`src/rtl/memstage_pkg.sv`:
```
// Shared definitions for the memory-access stage: funct3 encodings, FSM states
// and the access-legality rule used by the request logic.
package memstage_pkg;

  localparam logic [2:0] F3_B  = 3'b000;
  localparam logic [2:0] F3_H  = 3'b001;
  localparam logic [2:0] F3_W  = 3'b010;
  localparam logic [2:0] F3_BU = 3'b100;
  localparam logic [2:0] F3_HU = 3'b101;

  typedef enum logic [1:0] {
    S_IDLE = 2'd0,
    S_BUSY = 2'd1,
    S_DONE = 2'd2
  } state_t;

  // True when funct3 is defined for this direction and the address is aligned.
  function automatic logic access_ok(input logic       is_store,
                                     input logic [2:0] funct3,
                                     input logic [1:0] off);
    logic ok;
    case (funct3)
      F3_B:    ok = 1'b1;
      F3_H:    ok = ~off[0];
      F3_W:    ok = (off == 2'b00);
      F3_BU:   ok = ~is_store;
      F3_HU:   ok = ~is_store & ~off[0];
      default: ok = 1'b0;
    endcase
    return ok;
  endfunction

endpackage

```
`src/rtl/memstage_if.sv`:
```
// Single-outstanding request/acknowledge data-memory bus.
interface memstage_if #(parameter int XLEN = 32);
  logic            req;
  logic            we;
  logic [XLEN-1:0] addr;
  logic [XLEN-1:0] wdata;
  logic [3:0]      be;
  logic [XLEN-1:0] rdata;
  logic            ack;

  modport master (output req, we, addr, wdata, be, input rdata, ack);
  modport slave  (input req, we, addr, wdata, be, output rdata, ack);
endinterface

```
`src/rtl/memstage_ldalign.sv`:
```
// Load aligner: picks the addressed byte/half-word lane from a bus word and
// sign- or zero-extends it according to funct3.
module ldalign
  import memstage_pkg::*;
#(
  parameter int XLEN = 32
) (
  input  logic [XLEN-1:0] i_rdata,
  input  logic [1:0]      i_off,
  input  logic [2:0]      i_funct3,
  output logic [XLEN-1:0] o_data
);

  logic [7:0]  w_byte;
  logic [15:0] w_half;

  always_comb begin
    case (i_off)
      2'd0:    w_byte = i_rdata[7:0];
      2'd1:    w_byte = i_rdata[15:8];
      2'd2:    w_byte = i_rdata[23:16];
      default: w_byte = i_rdata[31:24];
    endcase
    w_half = i_off[1] ? i_rdata[31:16] : i_rdata[15:0];

    case (i_funct3)
      F3_B:    o_data = {{(XLEN-8){w_byte[7]}}, w_byte};
      F3_H:    o_data = {{(XLEN-16){w_half[15]}}, w_half};
      F3_BU:   o_data = {{(XLEN-8){1'b0}}, w_byte};
      F3_HU:   o_data = {{(XLEN-16){1'b0}}, w_half};
      default: o_data = i_rdata;
    endcase
  end

endmodule

```
`src/rtl/memstage.sv`:
```
// Memory-access stage: store-data forwarding, lane encoding, request/ack bus
// FSM with pipeline stall, load alignment and the MEM/WB pipeline register.
module memstage
  import memstage_pkg::*;
#(
  parameter int XLEN = 32
) (
  input  logic            clk,
  input  logic            rst_n,
  input  logic            exmem_memr,
  input  logic            exmem_memw,
  input  logic            exmem_regw,
  input  logic            exmem_memtoreg,
  input  logic [4:0]      exmem_rd,
  input  logic [2:0]      exmem_funct3,
  input  logic [XLEN-1:0] exmem_alures,
  input  logic [XLEN-1:0] exmem_rs2data,
  input  logic            wrdatacon,
  input  logic [XLEN-1:0] memwb_wbdata,
  memstage_if.master      dm,
  output logic            mem_stall,
  output logic            mem_fault,
  output logic            memwb_regw,
  output logic            memwb_memtoreg,
  output logic [4:0]      memwb_rd,
  output logic [XLEN-1:0] memwb_ldata,
  output logic [XLEN-1:0] memwb_alures
);

  state_t          r_state, w_next;
  logic            r_req, r_we;
  logic [XLEN-1:0] r_addr, r_wdata, r_ldata;
  logic [3:0]      r_be;

  logic            w_access, w_legal, w_start, w_fault, w_done_ack;
  logic [1:0]      w_off;
  logic [XLEN-1:0] w_sdata, w_wdata_enc, w_ldata;
  logic [3:0]      w_be_enc;

  assign w_off      = exmem_alures[1:0];
  assign w_access   = exmem_memr | exmem_memw;
  assign w_legal    = access_ok(exmem_memw, exmem_funct3, w_off);
  assign w_start    = (r_state == S_IDLE) & w_access & w_legal;
  assign w_fault    = (r_state == S_IDLE) & w_access & ~w_legal;
  assign w_done_ack = (r_state == S_BUSY) & dm.ack;

  // Gated by rst_n so the stall releases the moment reset is applied,
  // even while EX/MEM still presents a memory instruction.
  assign mem_stall = rst_n & (w_start | (r_state == S_BUSY));
  assign mem_fault = rst_n & w_fault;

  assign w_sdata = wrdatacon ? memwb_wbdata : exmem_rs2data;

  // NOTE: every combinational output gets a default first, so no path can infer a latch.
  always_comb begin
    w_wdata_enc = w_sdata;
    w_be_enc    = 4'b1111;
    if (exmem_memw) begin
      case (exmem_funct3[1:0])
        2'b00: begin
          w_wdata_enc = {4{w_sdata[7:0]}};
          w_be_enc    = 4'b0001 << w_off;
        end
        2'b01: begin
          w_wdata_enc = {2{w_sdata[15:0]}};
          w_be_enc    = w_off[1] ? 4'b1100 : 4'b0011;
        end
        default: ;
      endcase
    end
  end

  always_comb begin
    w_next = r_state;
    case (r_state)
      S_IDLE:  if (w_start) w_next = S_BUSY;
      S_BUSY:  if (dm.ack)  w_next = S_DONE;
      S_DONE:  w_next = S_IDLE;
      default: w_next = S_IDLE;
    endcase
  end

  // NOTE: sequential state uses non-blocking assignments so every register samples pre-edge values.
  always_ff @(posedge clk or negedge rst_n) begin
    if (!rst_n) r_state <= S_IDLE;
    else        r_state <= w_next;
  end

  ldalign #(.XLEN(XLEN)) u_ldalign (
    .i_rdata  (dm.rdata),
    .i_off    (w_off),
    .i_funct3 (exmem_funct3),
    .o_data   (w_ldata)
  );

  always_ff @(posedge clk or negedge rst_n) begin
    if (!rst_n) begin
      r_req   <= 1'b0;
      r_we    <= 1'b0;
      r_addr  <= '0;
      r_wdata <= '0;
      r_be    <= '0;
      r_ldata <= '0;
    end else begin
      if (w_start) begin
        r_req   <= 1'b1;
        r_we    <= exmem_memw;
        r_addr  <= {exmem_alures[XLEN-1:2], 2'b00};
        r_wdata <= w_wdata_enc;
        r_be    <= w_be_enc;
      end else if (w_done_ack) begin
        r_req <= 1'b0;
      end
      if (w_done_ack && exmem_memr) r_ldata <= w_ldata;
    end
  end

  // MEM/WB advances whenever the pipeline is not stalled; a fault inserts a bubble.
  always_ff @(posedge clk or negedge rst_n) begin
    if (!rst_n) begin
      memwb_regw     <= 1'b0;
      memwb_memtoreg <= 1'b0;
      memwb_rd       <= '0;
      memwb_ldata    <= '0;
      memwb_alures   <= '0;
    end else if (!mem_stall) begin
      memwb_regw     <= exmem_regw & ~w_fault;
      memwb_memtoreg <= exmem_memtoreg & ~w_fault;
      memwb_rd       <= w_fault ? 5'd0 : exmem_rd;
      memwb_ldata    <= r_ldata;
      memwb_alures   <= exmem_alures;
    end
  end

  assign dm.req   = r_req;
  assign dm.we    = r_we;
  assign dm.addr  = r_addr;
  assign dm.wdata = r_wdata;
  assign dm.be    = r_be;

endmodule
```
`src/flat_wrapper.sv`:
```
// flat-port wrapper written by rule: the top's interface ports become plain ports
module memstage_flat import memstage_pkg::*;
#(
  parameter int XLEN = 32
)
  (clk, rst_n, exmem_memr, exmem_memw, exmem_regw, exmem_memtoreg, exmem_rd, exmem_funct3, exmem_alures, exmem_rs2data, wrdatacon, memwb_wbdata, mem_stall, mem_fault, memwb_regw, memwb_memtoreg, memwb_rd, memwb_ldata, memwb_alures, dm_req, dm_we, dm_addr, dm_wdata, dm_be, dm_rdata, dm_ack);
  memstage_if #(.XLEN(XLEN)) dm_i ();
  input  logic clk;
  input  logic rst_n;
  input  logic exmem_memr;
  input  logic exmem_memw;
  input  logic exmem_regw;
  input  logic exmem_memtoreg;
  input  logic [4:0] exmem_rd;
  input  logic [2:0] exmem_funct3;
  input  logic [XLEN-1:0] exmem_alures;
  input  logic [XLEN-1:0] exmem_rs2data;
  input  logic wrdatacon;
  input  logic [XLEN-1:0] memwb_wbdata;
  output logic mem_stall;
  output logic mem_fault;
  output logic memwb_regw;
  output logic memwb_memtoreg;
  output logic [4:0] memwb_rd;
  output logic [XLEN-1:0] memwb_ldata;
  output logic [XLEN-1:0] memwb_alures;
  output wire logic [$bits(dm_i.req)-1:0] dm_req;
  output wire logic [$bits(dm_i.we)-1:0] dm_we;
  output wire logic [$bits(dm_i.addr)-1:0] dm_addr;
  output wire logic [$bits(dm_i.wdata)-1:0] dm_wdata;
  output wire logic [$bits(dm_i.be)-1:0] dm_be;
  input wire logic [$bits(dm_i.rdata)-1:0] dm_rdata;
  input wire logic [$bits(dm_i.ack)-1:0] dm_ack;
  assign dm_req = dm_i.req;
  assign dm_we = dm_i.we;
  assign dm_addr = dm_i.addr;
  assign dm_wdata = dm_i.wdata;
  assign dm_be = dm_i.be;
  assign dm_i.rdata = dm_rdata;
  assign dm_i.ack = dm_ack;
  memstage #(.XLEN(XLEN)) u_core (.clk(clk), .rst_n(rst_n), .exmem_memr(exmem_memr), .exmem_memw(exmem_memw), .exmem_regw(exmem_regw), .exmem_memtoreg(exmem_memtoreg), .exmem_rd(exmem_rd), .exmem_funct3(exmem_funct3), .exmem_alures(exmem_alures), .exmem_rs2data(exmem_rs2data), .wrdatacon(wrdatacon), .memwb_wbdata(memwb_wbdata), .dm(dm_i), .mem_stall(mem_stall), .mem_fault(mem_fault), .memwb_regw(memwb_regw), .memwb_memtoreg(memwb_memtoreg), .memwb_rd(memwb_rd), .memwb_ldata(memwb_ldata), .memwb_alures(memwb_alures));
endmodule
```
`config.mk`:
```
export PLATFORM = sky130hd
export DESIGN_NAME = memstage_flat
export DESIGN_NICKNAME = d
export VERILOG_FILES = /design/src/rtl/memstage_pkg.sv /design/src/rtl/memstage_if.sv /design/src/rtl/memstage_ldalign.sv /design/src/rtl/memstage.sv /design/src/flat_wrapper.sv
export SDC_FILE = /design/constraint.sdc
export NUM_CORES = 1
export LEC_CHECK = 0
export ABC_AREA = 1
export BUFFER_PORTS_ARGS = -buffer_cell sky130_fd_sc_hd__buf_2
export CAP_MARGIN = 40
export CORE_MARGIN = 2
export CORE_UTILIZATION = 55
export CTS_BUF_LIST = sky130_fd_sc_hd__clkbuf_2
export DETAILED_ROUTE_END_ITERATION = 8
export GPL_ROUTABILITY_DRIVEN = 1
export PLACE_DENSITY = 0.87
export SLEW_MARGIN = 25
export SYNTH_ARGS = -nofsm -noshare
export SYNTH_HDL_FRONTEND = slang
export SYNTH_SLANG_ARGS = --single-unit
```
`constraint.sdc`:
```
create_clock -name clk -period 2.5 [get_ports clk]
set_clock_uncertainty 0.15 [all_clocks]
set_input_delay 0.25 -clock clk [delete_from_list [all_inputs] [get_ports clk]]
set_output_delay 0.25 -clock clk [all_outputs]
set_load 0.005 [all_outputs]
```
==> impl_metrics.py <==
metrics = {
    "worst_setup_path": {
        "cp-start-kind": "primary input",
        "required_ns": 3.05,
        "worst-endpoint-arrival_ns": 3.02,
        "end_kind": "flip-flop",
        "crit_type": "in -> reg",
        "cp_max_fo": 12,
    },
    "logic_synthesis": {
        "synthCells": 1024,
        "ys_seq_elements": 173,
        "synth_top_flop_cell": "dfrtp_1",
        "syn_avg_cell_area_sq_um": 7.930,
        "async_reset_ff_frac": 1.000,
        "synth.distinct_cells": 30,
        "yosysSeqAreaShare": 0.5331,
        "syn-cell-area_sq_um": 8120,
        "synth_edf_count": 0,
        "yosys_warnings": 0,
    },
    "power_and_ir_drop": {
        "ir_worst_vdd_v": 0.0005028,
        "leakage_uw": 0.006435,
        "p_total_uw": 9248,
        "powerDensity_nw_per_um2": 778.3,
    },
    "placement": {
        "dp_hpwl_microns": 16490,
        "numPortBuffers": 284,
        "place_area_sq_um": 9608,
        "globalplace.congestion": 0.9487,
        "place_ws_ns": 0.4422,
    },
    "timing": {
        "period_share": 0.9899,
        "slew_headroom": 0.5394,
        "setup_viol": 0,
        "tightest_slew_ns": 0.6883,
        "max_clock_freq_mhz": 404.1,
        "hold_viol_final": 0,
        "rsz0062_at_grt": "yes",
        "finalMaxSlewViolations": 0,
        "fin_crit_ns": 2.475,
        "fin_ws_ns": 0.02535,
    },
    "flow_run": {
        "cap_violations": 0,
    },
    "clocking": {
        "clock_sinks": 173,
        "numCtsBuffers": 17,
        "tritoncts": "built",
        "clk_pin_slew_worst_paths_ns": 0.28,
        "clk_latency_ns": 0.78,
        "cts_htree_levels": 4,
        "cts_buffer_depth": 2,
        "root_buffer": "clkbuf_2",
    },
    "floorplan": {
        "io_pins": 287,
        "core_area_sq_um": 14480,
        "rows": 44,
        "die_area_sq_um": 15750,
        "start_util": 0.5608,
        "die_w_microns": 125.5,
        "die_h_microns": 125.5,
    },
    "grt": {
        "grt_antenna_before_repair": 2,
        "grt_pass1_wl_microns": 49280,
        "gr-total-overflow": 0,
        "grt_pass1_vias": 9409,
        "grt_start_max_net_pins": 96,
        "gr-usage-all-layers": 0.3970,
    },
    "final_layout": {
        "final_cell_mix": "460 x nand2_1, 281 x buf_2, 186 x dlygate4sd3_1, 173 x dfrtp_1, 104 x nand3_1",
        "drive_gt1_frac": 0.2589,
        "final_util": 0.8206,
        "fin_nets": 1627,
        "nFillCells": 866,
        "design_area_sq_um": 11880,
        "areaGrowthSynthToFinish_pct": 46.32,
        "mostFrequentLayoutCell": "nand2_1",
    },
    "routing": {
        "postRouteWirelength_microns": 30860,
        "wl_per_cell_microns": 18.36,
        "vias": 9456,
        "drtAntennaViolNets": 0,
        "via_per_inst": 5.625,
        "first_pass_iters": 6,
        "drt-initial-drc-count": 1190,
        "drc": 0,
    },
    "min_path": {
        "hp-class": "in -> reg",
    },
    "run_status": {
        "outcome": "completed",
    },
}
[synthesized netlist by cell type (2+ instances only)]
| cell | instances | share of area |
|---|---|---|
| nand2_1 | 460 | 0.21 |
| dfrtp_1 | 173 | 0.53 |
| nand3_1 | 104 | 0.064 |
| o21ai_0 | 72 | 0.044 |
| inv_1 | 34 | 0.016 |
| a21oi_1 | 28 | 0.017 |
| clkbuf_1 | 26 | 0.012 |
| or2_2 | 23 | 0.018 |
| nor2_1 | 22 | 0.010 |
| buf_2 | 21 | 0.013 |
| a21boi_0 | 14 | 0.013 |
| buf_6 | 9 | 0.012 |
| buf_4 | 8 | 0.0074 |
| o211ai_1 | 8 | 0.0074 |
| inv_2 | 5 | 0.0023 |
| a31oi_1 | 2 | 0.0015 |
| nor3_1 | 2 | 0.0012 |
[area by class of cell]
class                      count  area, sq um  area share
timing repair buffer         501         3588      0.3020
timing repair inverter         1        5.005   0.0004212
clock inverter                13        153.9     0.01295
tap                          184        230.2     0.01938
inverter                      40        160.2     0.01348
clock buffer                  18        90.09    0.007582
sequential                   173         4329      0.3644
multi-input combinational    749         3319      0.2794
antenna                        2        5.005   0.0004212
[report_power, final]
group	switching (uW)	internal (uW)
Sequential	607	3800
Clock	1060	484
Combinational	1760	1530
Total	3430	5810
[timing repair]
item / 4_1_cts / 5_1_grt
pin swaps: 3 / 4
setup endpoints to repair: 2 / 8
hold endpoints to repair: 346 / 0
hold buffers: 187 / 0
cloned: 2 / 1
gates resized for setup: 2 / 10
buffers inserted: 4 / 6
[kinds of logic after synthesis]
| family | after synthesis | synth area share |
|---|---|---|
| compound gates | 129 | 0.08906 |
| buf+inv | 105 | 0.06394 |
| flops | 173 | 0.5331 |
| other cells | 1 | 0.0004618 |
| simple gates | 616 | 0.3134 |
[path summary, 6_finish.rpt]
check                                    from                 endpoint  slack, ns  depth (start not counted)
setup / recovery                   exmem_memw      u_core.dm.wdata[18]       0.03                         11
hold / removal               exmem_alures[13]  u_core.memwb_alures[13]       0.04                          4
setup reg to reg            u_core.r_state[0]       u_core.r_ldata[10]       0.11                          8
hold reg to reg            u_core.r_ldata[22]   u_core.memwb_ldata[22]       0.35                          2
max in group asynchronous               rst_n          u_core.dm.be[3]       0.68                          6
min in group asynchronous               rst_n  u_core.memwb_alures[15]       0.45                          4
[routing by layer]
metal  wire length (microns)  global-route usage
met1                   11470              0.4968
met2                   14380              0.6251
met3                    3124              0.1044
met4                    1878              0.2314
met5                       0                   0
[registers in the layout, summed over array words and instances, names as in the netlist]
name and flops:
u_core.dm.wdata 32, u_core.memwb_alures 32, u_core.memwb_ldata 32, u_core.r_ldata 32, u_core.dm.addr 30, u_core.memwb_rd 5
u_core.dm.be 4, u_core.r_state 2, u_core.dm.req 1, u_core.dm.we 1, u_core.memwb_memtoreg 1, u_core.memwb_regw 1
[stage by stage]
step	hold slack, ns	TNS [ns]	instances
3_3_place_gp	-0.01763	0	1448
2_1_floorplan	-0.1956	0	1025
4_1_cts	0.01254	0	1672
3_5_place_dp	-0.01648	0	1448
5_1_grt	0.02701	-0.06488	1681
6_report	0.04021	0	1681
[worst max-delay path, cell delays in order]
cell and delay, ns:
dlygate4sd3_1 0.53, clkbuf_4 0.21, inv_2 0.09, nor2_4 0.15, clkinvlp_4 0.09, buf_4 0.18
nand3_1 0.08, dlygate4sd3_1 0.56, o21ai_0 0.10, dlygate4sd3_1 0.56, o21ai_0 0.20
Power figures use the tool's default switching activity.
